<file path="src/rtl/song_sequencer.sv">
// Order-list sequencer feeding note_sequencer: walks an order ROM, loads patterns, follows jumps, stops at END.
// Optional feature: define SONG_SEQ_LOOP_EN to honour jump entries (otherwise a jump entry ends the song).
module song_sequencer #(
  parameter int ORDER_AW = 5,
  parameter int ADDR_W   = 5,
  parameter int LEN_W    = 5
) (
  input  logic                i_clk,
  input  logic                i_rst_n,
  input  logic                i_start,
  input  logic                i_stop,
  input  logic                i_note_valid,
  output logic [ORDER_AW-1:0] o_order_addr,
  input  logic [15:0]         i_order_data,
  output logic [ADDR_W-1:0]   o_new_addr,
  output logic [LEN_W-1:0]    o_new_pattern_len,
  output logic                o_new_addr_valid,
  output logic                o_playing,
  output logic                o_song_end
);

  typedef enum logic [2:0] {
    S_IDLE,
    S_FETCH,
    S_WAIT,
    S_DECODE,
    S_PLAY
  } state_t;

  state_t              state_q, state_d;
  logic [ORDER_AW-1:0] order_idx_q, order_idx_d;
  logic [ORDER_AW-1:0] order_addr_q, order_addr_d;
  logic [ADDR_W-1:0]   new_addr_q, new_addr_d;
  logic [LEN_W-1:0]    len_q, len_d;
  logic [LEN_W-1:0]    note_cnt_q, note_cnt_d;
  logic                valid_q, valid_d;
  logic                playing_q, playing_d;
  logic                song_end_q, song_end_d;
`ifdef SONG_SEQ_LOOP_EN
  logic                jump_cnt_q, jump_cnt_d;
  logic [ORDER_AW-1:0] entry_target;
`endif

  logic              entry_jump;
  logic              entry_end;
  logic [LEN_W-1:0]  entry_len;
  logic [ADDR_W-1:0] entry_addr;
  logic              unused_data;

  assign entry_jump  = i_order_data[15];
  assign entry_end   = !i_order_data[15] && (i_order_data[9:5] == 5'd0);
  assign entry_len   = LEN_W'(i_order_data[9:5]);
  assign entry_addr  = ADDR_W'(i_order_data[4:0]);
  assign unused_data = ^i_order_data[14:10];
`ifdef SONG_SEQ_LOOP_EN
  assign entry_target = i_order_data[ORDER_AW-1:0];
`endif

  always_comb begin
    state_d      = state_q;
    order_idx_d  = order_idx_q;
    order_addr_d = order_addr_q;
    new_addr_d   = new_addr_q;
    len_d        = len_q;
    note_cnt_d   = note_cnt_q;
    valid_d      = 1'b0;
    song_end_d   = 1'b0;
`ifdef SONG_SEQ_LOOP_EN
    jump_cnt_d   = jump_cnt_q;
`endif

    case (state_q)
      S_IDLE: ;
      S_FETCH: begin
        order_addr_d = order_idx_q;
        state_d      = S_WAIT;
      end
      S_WAIT: state_d = S_DECODE;
      S_DECODE: begin
        if (entry_jump) begin
`ifdef SONG_SEQ_LOOP_EN
          // A second jump with no pattern played in between would spin forever.
          if (jump_cnt_q) begin
            song_end_d = 1'b1;
            state_d    = S_IDLE;
          end else begin
            order_idx_d = entry_target;
            jump_cnt_d  = 1'b1;
            state_d     = S_FETCH;
          end
`else
          song_end_d = 1'b1;
          state_d    = S_IDLE;
`endif
        end else if (entry_end) begin
          song_end_d = 1'b1;
          state_d    = S_IDLE;
        end else begin
          new_addr_d = entry_addr;
          len_d      = entry_len;
          valid_d    = 1'b1;
          note_cnt_d = '0;
`ifdef SONG_SEQ_LOOP_EN
          jump_cnt_d = 1'b0;
`endif
          state_d    = S_PLAY;
        end
      end
      S_PLAY: begin
        // The note reported alongside the load strobe belongs to the previous pattern.
        if (i_note_valid && !valid_q) begin
          note_cnt_d = note_cnt_q + LEN_W'(1);
          if (note_cnt_q == len_q - LEN_W'(1)) begin
            order_idx_d = order_idx_q + ORDER_AW'(1);
            state_d     = S_FETCH;
          end
        end
      end
      default: state_d = S_IDLE;
    endcase

    if (i_stop) begin
      state_d    = S_IDLE;
      valid_d    = 1'b0;
      song_end_d = 1'b0;
    end else if (i_start) begin
      state_d     = S_FETCH;
      order_idx_d = '0;
      note_cnt_d  = '0;
      valid_d     = 1'b0;
      song_end_d  = 1'b0;
`ifdef SONG_SEQ_LOOP_EN
      jump_cnt_d  = 1'b0;
`endif
    end

    playing_d = (state_d != S_IDLE);
  end

  always_ff @(posedge i_clk or negedge i_rst_n) begin
    if (!i_rst_n) begin
      state_q      <= S_IDLE;
      order_idx_q  <= '0;
      order_addr_q <= '0;
      new_addr_q   <= '0;
      len_q        <= '0;
      note_cnt_q   <= '0;
      valid_q      <= 1'b0;
      playing_q    <= 1'b0;
      song_end_q   <= 1'b0;
`ifdef SONG_SEQ_LOOP_EN
      jump_cnt_q   <= 1'b0;
`endif
    end else begin
      state_q      <= state_d;
      order_idx_q  <= order_idx_d;
      order_addr_q <= order_addr_d;
      new_addr_q   <= new_addr_d;
      len_q        <= len_d;
      note_cnt_q   <= note_cnt_d;
      valid_q      <= valid_d;
      playing_q    <= playing_d;
      song_end_q   <= song_end_d;
`ifdef SONG_SEQ_LOOP_EN
      jump_cnt_q   <= jump_cnt_d;
`endif
    end
  end

  assign o_order_addr      = order_addr_q;
  assign o_new_addr        = new_addr_q;
  assign o_new_pattern_len = len_q;
  assign o_new_addr_valid  = valid_q;
  assign o_playing         = playing_q;
  assign o_song_end        = song_end_q;

endmodule

</file>
<file path="config.mk">
export PLATFORM = sky130hd
export DESIGN_NAME = song_sequencer
export DESIGN_NICKNAME = d
export VERILOG_FILES = /design/src/rtl/song_sequencer.sv
export SDC_FILE = /design/constraint.sdc
export NUM_CORES = 1
export LEC_CHECK = 0
export ABC_AREA = 1
export BUFFER_PORTS_ARGS = -buffer_cell sky130_fd_sc_hd__buf_2
export CAP_MARGIN = 0
export CORE_MARGIN = 1
export CORE_UTILIZATION = 41
export CTS_BUF_LIST = sky130_fd_sc_hd__clkbuf_4 sky130_fd_sc_hd__clkbuf_8
export CTS_CLUSTER_SIZE = 25
export DETAILED_ROUTE_END_ITERATION = 10
export GPL_TIMING_DRIVEN = 1
export PLACE_DENSITY = 0.69
export SYNTH_ARGS = -nofsm -noshare
export SYNTH_HDL_FRONTEND = slang
export SYNTH_SLANG_ARGS = --single-unit
</file>
<file path="constraint.sdc">
create_clock -name i_clk -period 1.5 [get_ports i_clk]
set_input_delay 0.45 -clock i_clk [delete_from_list [all_inputs] [get_ports i_clk]]
set_output_delay 0.45 -clock i_clk [all_outputs]
set_load 0.005 [all_outputs]
</file>
After elaboration in Yosys (flattened, before gate mapping)
Cells that the tools add are included.
{"block": "op_classes", "n_bitwise": 2, "reduce_logical": 8, "n_mux": 28, "n_eq_ne": 5, "n_addsub": 3}
{"operator": "$mux W5", "n": 10}
{"operator": "$mux W3", "n": 6}
{"operator": "$pmux W3 S5", "n": 1}
{"operator": "$add A5 B1 Y5 const B", "n": 2}
{"operator": "$mux W1", "n": 10}
{"operator": "$pmux W5 S2", "n": 1}
{"operator": "$eq A3 B2 Y1 const B", "n": 2}
{"operator": "$eq A5 B5 Y1", "n": 1}
{"operator": "$logic_not A5 Y1", "n": 1}
{"operator": "$sub A5 B1 Y5 const B", "n": 1}
{"operator": "$eq A3 B1 Y1 const B", "n": 1}
{"operator": "$eq A3 B3 Y1 const B", "n": 1}
{"operator": "$logic_not A3 Y1", "n": 1}
{"operator": "$reduce_and A3 Y1", "n": 1}
{"operator": "$reduce_bool A3 Y1", "n": 1}
{"operator": "$logic_and A1 B1 Y1", "n": 2}
{"operator": "$logic_not A1 Y1", "n": 2}
{"operator": "$not A1 Y1", "n": 2}
{"block": "word_totals", "wordCells": 55, "inputBits": 21, "output_inout_bits": 18, "register_bits": 31}

Logic depth before layout (Yosys ltp)
Gate-level depths: netlist of the first run.
{"block": "depth", "depth_word": 8, "depth_mapped": 13}

Worst setup path after synthesis of the first run
OpenSTA, ideal clock, no wires.
{"block": "synth_path", "path_kind": "reg-to-reg", "startpoint": "register len_q[0], in the netlist o_new_pattern_len[0]", "endpoint": "register order_idx_q[0]", "path_stages_with_launch": 13, "setup_ns": 0.124, "required_ns": 1.376, "slack_ns": -0.153, "t_arrival_ns": 1.529, "period_less_slack_ns": 1.653, "cell_sequence": "dfrtp_1 > inv_1 > ha_1 > inv_1 > nand2_1 > nand2_1 > nand3_1 > nor2_1 > inv_1 > nor2_2 > nand2_1 > o21ai_0 > a21oi_1"}
{"block": "synth_between", "elab_chain_len": 7}
{"item": "start, declared", "line": "34", "source": "logic [LEN_W-1:0] len_q, len_d;"}
{"item": "start signal, assigned", "line": "159", "source": "len_q <= len_d;"}
{"item": "$sub A5 B1 Y5 *", "line": "113", "source": "if (note_cnt_q == len_q - LEN_W'(1)) begin"}
{"item": "$eq A5 B5 Y1 *", "line": "113"}
{"item": "$mux W5 *", "line": "113"}
{"item": "$mux W5 *", "line": "111", "source": "if (i_note_valid && !valid_q) begin"}
{"item": "$mux W5 *", "line": "72", "source": "case (state_q)"}
{"item": "$mux W5", "line": "126", "source": "end else if (i_start) begin"}
{"item": "$mux W5 *", "line": "122", "source": "if (i_stop) begin"}
{"item": "net order_idx_d[0]", "line": "31", "source": "logic [ORDER_AW-1:0] order_idx_q, order_idx_d;"}
{"item": "end signal, assigned", "line": "156", "source": "order_idx_q <= order_idx_d;"}
{"item": "end, declared", "line": "31"}
The timed path passes the listed nets; every way through them passes the cells marked *.
A chain may end at the register's enable or synchronous reset.

Final worst setup path of the first run
{"block": "layout_path", "startpoint": "register len_q[1], in the netlist o_new_pattern_len[1]", "endpoint": "register order_idx_q[0]"}
The elaborated chain is that of the path after synthesis.

==> results of run 1 <==
-- power breakdown --
part	switching, uW	internal (uW)
clock network	303	417
registers	35.0	886
logic	231	218
total	569	1520
-- per-layer routing --
metal  track usage  vias up  share of wire
met4        0.0679        0          0.016
li1              -      774              -
met1         0.228      697           0.44
met5             0        -              0
met3        0.0475        6          0.043
met2         0.319       27           0.50
-- path summary, 6_finish.rpt --
| kind | slack (ns) | to | depth (start not counted) | from |
|---|---|---|---|---|
| setup / recovery | -0.13 | order_idx_q[0] | 12 | o_new_pattern_len[1] |
| hold / removal | 0.11 | state_q[1] | 2 | i_rst_n |
| setup reg to reg | -0.13 | order_idx_q[0] | 12 | o_new_pattern_len[1] |
| hold reg to reg | 0.49 | o_order_addr[1] | 2 | o_order_addr[1] |
| max in group asynchronous | 1.23 | note_cnt_q[3] | 2 | i_rst_n |
| min in group i_clk | 0.40 | o_new_addr[3] | 2 | i_order_data[3] |
-- layout make-up --
cell class,count,area (sq um),area share
sequential,31,776,0.344
multi-input combinational,136,832,0.369
inverter,36,135,0.0599
timing repair buffer,56,350,0.155
clock inverter,1,7.51,0.00333
tap,48,60.1,0.0266
clock buffer,7,96.3,0.0427
-- registers in the layout (all words and copies together), names as in the netlist --
register and flops:
order_idx_q 5, o_song_end 1, o_playing 1, state_q 3
note_cnt_q 5, o_new_addr_valid 1, o_order_addr 5, o_new_pattern_len 5
o_new_addr 5
-- Yosys cell counts (3+ instances only) --
cell type	count
nand2_2	4
a21oi_1	11
inv_1	33
ha_1	3
inv_2	3
mux2_2	6
nand3_1	16
dfrtp_1	31
nand2_1	46
o21ai_0	14
nor2_1	19
nor3_1	3
-- cells in the final DEF, fill, tap and decap left out, types with 5 or more instances in the layout --
cell,count
mux2_2,6
nand2_1,42
o21ai_0,10
inv_1,28
dfrtp_1,31
buf_4,22
a21oi_1,10
clkbuf_8,7
buf_2,33
nand2_2,5
inv_2,8
nor2_1,17
nand3_1,12
-- repair_timing --
item                       4_1_cts  5_1_grt
setup endpoints to repair        8       16
pin swaps                       13       17
buffers inserted                 3        3
gates resized for setup          8       19
hold buffers                     0        0
-- cells by family after synthesis --
kind of cell / after synthesis / synth area share
compound gates: 31 / 0.109
simple gates: 96 / 0.264
flops: 31 / 0.477
fa+ha+maj: 3 / 0.0231
mux: 6 / 0.0415
buf+inv: 37 / 0.0861
-- stage by stage --
stage                     instances  hold WS (ns)  setup TNS, ns  setup slack, ns
final                           315         0.110         -0.784           -0.132
after global routing            315         0.134          -1.71           -0.248
after CTS                       312         0.111         -0.694           -0.130
after detailed placement        301         0.416          -2.30           -0.209
after global placement          301         0.415          -2.08           -0.169
after floorplan                 204         0.154         -0.238          -0.0745
==> results.txt, run 1 <==
Status - finished with violations
Violated checks - negative setup slack
First-pass GRT wire length - 6.02 mm
Pwr/cell area - 925 nW/um^2
Share of cells above drive strength 1 - 0.397
DRT antenna net count - 0
Number of port buffers - 33
DIE HEIGHT - 65.0 um
Vias in the first global route - 1,448
Initial antenna violation count - 0
Final Hold Vio Count - 0
Core ar. - 3740 sq um
Minimum clock period - 1.63 ns
Startpoint types - flip-flop
RSZ-0062 raised after global routing - true
Synth top area share - 0.477
CP bufs+invs - 2
Number of I/O pins - 39
Via Count - 1,504
CP Cell Sequence - inv_2, ha_4, nand2_2, nor2_1, nand2_1, nand2_2, nand2_4, buf_4, nor2_4, nand2_4, o21ai_2, a21oi_1
Routed vias/inst - 4.77
Worst rel slew slack - 0.766
CP required - 1.67 ns
Total power - 2090 uW
Final Cycle Share - 1.09
Pre-antenna DRT Iters - 4
Least-Margin Pin Slew - 0.350 ns
TritonCTS clock tree - yes
Routed wire length - 3.51 mm
Layout Skew - 0.00867 ns
Synth top area cells - dfrtp_1, nand2_1, inv_1, nand3_1, nor2_1
Htree depth - 2
Final setup viols - 8
Post-Syn Area - 1630 sq um
Die Wd - 65.0 um
Post-route design area - 2260 sq um
Peak supply drop - 0.599 mV
Largest net degree at the start of global routing - 32
Clock Tree Buf Depth - 2
WS Path Type - flip-flop to flip-flop
Die ar. - 4230 sq um
Iteration-0 DRC Markers - 52
Slowest stage delay, CP - 0.38 ns
CP endpoint kind - flip-flop
Post-DP HPWL - 2.62 mm
Register area share after synthesis - 0.477
Max frequency - 613 MHz
GRT Total Usage - 0.188
Fill count - 357
GRT overflow - 0
Skew-Pair Late Insertion Delay - 0.28 ns
Synth Instances - 204
Worst EP arrival - 1.80 ns
Dominant cell type by area after synthesis - dfrtp_1
Number of flops mapped to enable cells by yosys - 0
Worst Hold Class - input pin to async pin
Register bit count reported by yosys - 31
CTS buffer count - 5
Ant diodes - 0
Final worst slack - -0.132 ns
Max-cap violations - 0
Synth cell types - 24
Area grow syn2layout - 38.7%
Clk slew on worst S/H paths - 0.07 ns
Root Driver - clkbuf_8
Synth Area per Inst - 7.98 sq um
Crit-path slowest cell - dfrtp_1
Final-stage net count - 290
Crit path max fanout - 5
Crit-path leading delay family - simple AND/OR/NAND/NOR gates
Final Util - 0.603
Starting Density - 0.435
Drt drc - 0
Post-DR wirelength/cell - 11.1 um
Async set-reset flop share out of synthesis - 1.00
Top_reg_cell synth - dfrtp_1
CTS sink cnt - 31
Final Max Slew Viols - 0
Row cnt - 22
Yosys Warn Count - 0
Post-Syn Nets - 228
Leak pwr - 0.00122 uW
GPL Wtd Cong - 0.813
Placed inst area - 2010 sq um
Power figures use the tool's default switching activity.
==> run 2, diff against run 1 <==
- CORE_UTILIZATION: 41 -> 24
- PLACE_DENSITY: 0.69 -> 0.47
==> run 2 against run 1 <==
  * The flow finishes with violations (design-rule violations, negative setup slack)
  * Flip-flop and latch count did not move
  * Clock power rose by 4.0%
  * Worst setup slack improved by 0.028 ns
  * Maximum frequency rose by 1.7%
  * Wire length rose by 5.4%
  * Clock skew fell by 0.0016 ns
  * Largest cell class unchanged
  * Highest routed layer unchanged
==> results.txt, run 2 (synthesized netlist as in run 1, its figures left out) <==
Crit-path leading delay family - simple AND/OR/NAND/NOR gates
CP Cell Sequence - inv_2, ha_4, nand2_4, nor2_2, nand2_1, nand2_2, nand2_4, inv_2, nand4_1, nor2_2, nand3_1, nand2_1, nor2_1
Ant diodes - 0 (unchanged)
GRT Total Usage - 0.117 (-0.0712)
CP bufs+invs - 2 (unchanged)
First-pass GRT wire length - 6.53 mm (+8.5%)
Pre-antenna DRT Iters - 7 (+3)
Leak pwr - 0.00124 uW (+2.2%)
Htree depth - 2 (unchanged)
Routed vias/inst - 4.26 (-11%)
GPL Wtd Cong - 0.714 (-12%)
Share of cells above drive strength 1 - 0.418 (+0.0206)
Final Hold Vio Count - 0 (unchanged)
Logic pwr share - 0.230 (+0.015)
Peak supply drop - 0.344 mV (-43%)
Via Count - 1,492 (-0.80%)
Area grow syn2layout - 43.1%
RSZ-0062 raised after global routing - true
Crit path max fanout - 4 (-1)
Number of I/O pins - 39 (unchanged)
Final-stage net count - 296 (+2.1%)
Minimum clock period - 1.60 ns (-0.0279 ns)
Final Instance Count excl. Fillers - 350 (+11%)
Starting Density - 0.252 (-0.183)
Iteration-0 DRC Markers - 50 (-3.8%)
Switching Power - 594 uW (+4.4%)
Power share of the clock group - 0.345 (about the same)
WS Path Type - flip-flop to flip-flop
Commonest non-fill, non-tap cells in the layout - nand2_1, buf_2, dfrtp_1, buf_4, inv_1
Worst Hold Class - input pin to async pin
Startpoint types - flip-flop
Post-DP HPWL - 2.85 mm (+8.8%)
TritonCTS clock tree - yes
CP endpoint kind - flip-flop
Sw Share - 0.274 (+0.00200)
Layout Skew - 0.00704 ns (-0.00163 ns)
Number of port buffers - 33 (unchanged)
Skew-Pair Late Insertion Delay - 0.28 ns (about the same)
Max-cap violations - 0 (unchanged)
DRT antenna net count - 0 (unchanged)
Clk slew on worst S/H paths - 0.07 ns (about the same)
Vias in the first global route - 1,443 (-0.35%)
Drt drc - 2 (+2)
Pwr/cell area - 929 nW/um^2 (+0.44%)
Root Driver - clkbuf_8
GRT overflow - 0 (unchanged)
Max frequency - 623 MHz (+1.7%)
Die Wd - 84.4 um (+30%)
CTS sink cnt - 31 (unchanged)
Final setup viols - 8 (unchanged)
Routed wire length - 3.70 mm (+5.4%)
CTS buffer count - 5 (unchanged)
Initial antenna violation count - 0 (unchanged)
Final Max Slew Viols - 0 (unchanged)
Post-DR wirelength/cell - 10.6 um (-5.1%)
Status - finished with violations
Clock Tree Buf Depth - 2 (unchanged)
Setup TNS - -0.524 ns (+0.260 ns)
Core ar. - 6460 sq um (+73%)
Largest net degree at the start of global routing - 32 (unchanged)
Slowest stage delay, CP - 0.39 ns (about the same)
Worst EP arrival - 1.78 ns (-0.02 ns)
Final worst slack - -0.104 ns (+0.0279 ns)
Least-Margin Pin Slew - 0.338 ns (-0.0121 ns)
DP Cell Count - 340 (+13%)
Die ar. - 7120 sq um (+68%)
CP required - 1.67 ns (about the same)
Final Cycle Share - 1.07 (-0.0186)
Most common cell after layout, fill and taps aside - nand2_1
Violated checks - design-rule violations, negative setup slack
Crit-path slowest cell - dfrtp_1
Worst rel slew slack - 0.774 (+0.00807)
Cts hold-fix bufs - 0 (unchanged)
DIE HEIGHT - 84.4 um (+30%)
Cell-internal power - 1570 uW (+3.4%)
Row cnt - 29 (+32%)
Sequential share of power - 0.424 (-0.017)
Final Util - 0.361 (-0.242)
## run 2: final timing paths
kind	to	startpoint	slack, ns	cells after the start
min reg2reg	o_order_addr[2]	o_order_addr[2]	0.48	2
min in group i_clk	o_new_addr[0]	i_order_data[0]	0.40	2
max in group asynchronous	state_q[2]	i_rst_n	1.21	2
max	order_idx_q[4]	o_new_pattern_len[1]	-0.10	13
max reg2reg	order_idx_q[4]	o_new_pattern_len[1]	-0.10	13
min	o_order_addr[4]	i_rst_n	0.11	2
## run 2: layer usage
layer,vias to the layer above,global-route usage,routed length (um)
li1,791,-,-
met3,5,0.0285,122
met1,672,0.145,1750
met4,0,0.0462,55
met2,24,0.195,1770
met5,-,0,0
## run 2: layout make-up
type	count	area [sq um]
Clock buffer	8	104
Sequential cell	31	776
Multi-Input combinational cell	136	820
Timing Repair Buffer	62	399
Fill cell	699	4130
Inverter	36	135
Tap cell	77	96.3
## run 2: metrics by stage
stage	setup WS, ns	cell area (sq um)	hold slack (ns)	total power [uW]
final	-0.104	2330	0.106	2170
after global routing	-0.241	2330	0.118	2300
after floorplan	-0.0745	1650	0.154	1150
after CTS	-0.155	2260	0.112	2170
after detailed placement	-0.211	2120	0.421	1380
after global placement	-0.174	2120	0.421	1370
## run 2: power by group through the flow
stage               logic, uW  registers (uW)  clock network, uW
floorplan                 208             942                  0
global placement          440             933                  0
CTS                       470             919                783
finish                    499             919                748
global route              559             925                817
detailed placement        441             934                  0
## run 2: what timing repair did
action | in CTS | in global routing
resized for setup | 14 | 15
pin swaps | 18 | 13
setup buffers | 0 | 2
setup endpoints to repair | 8 | 14
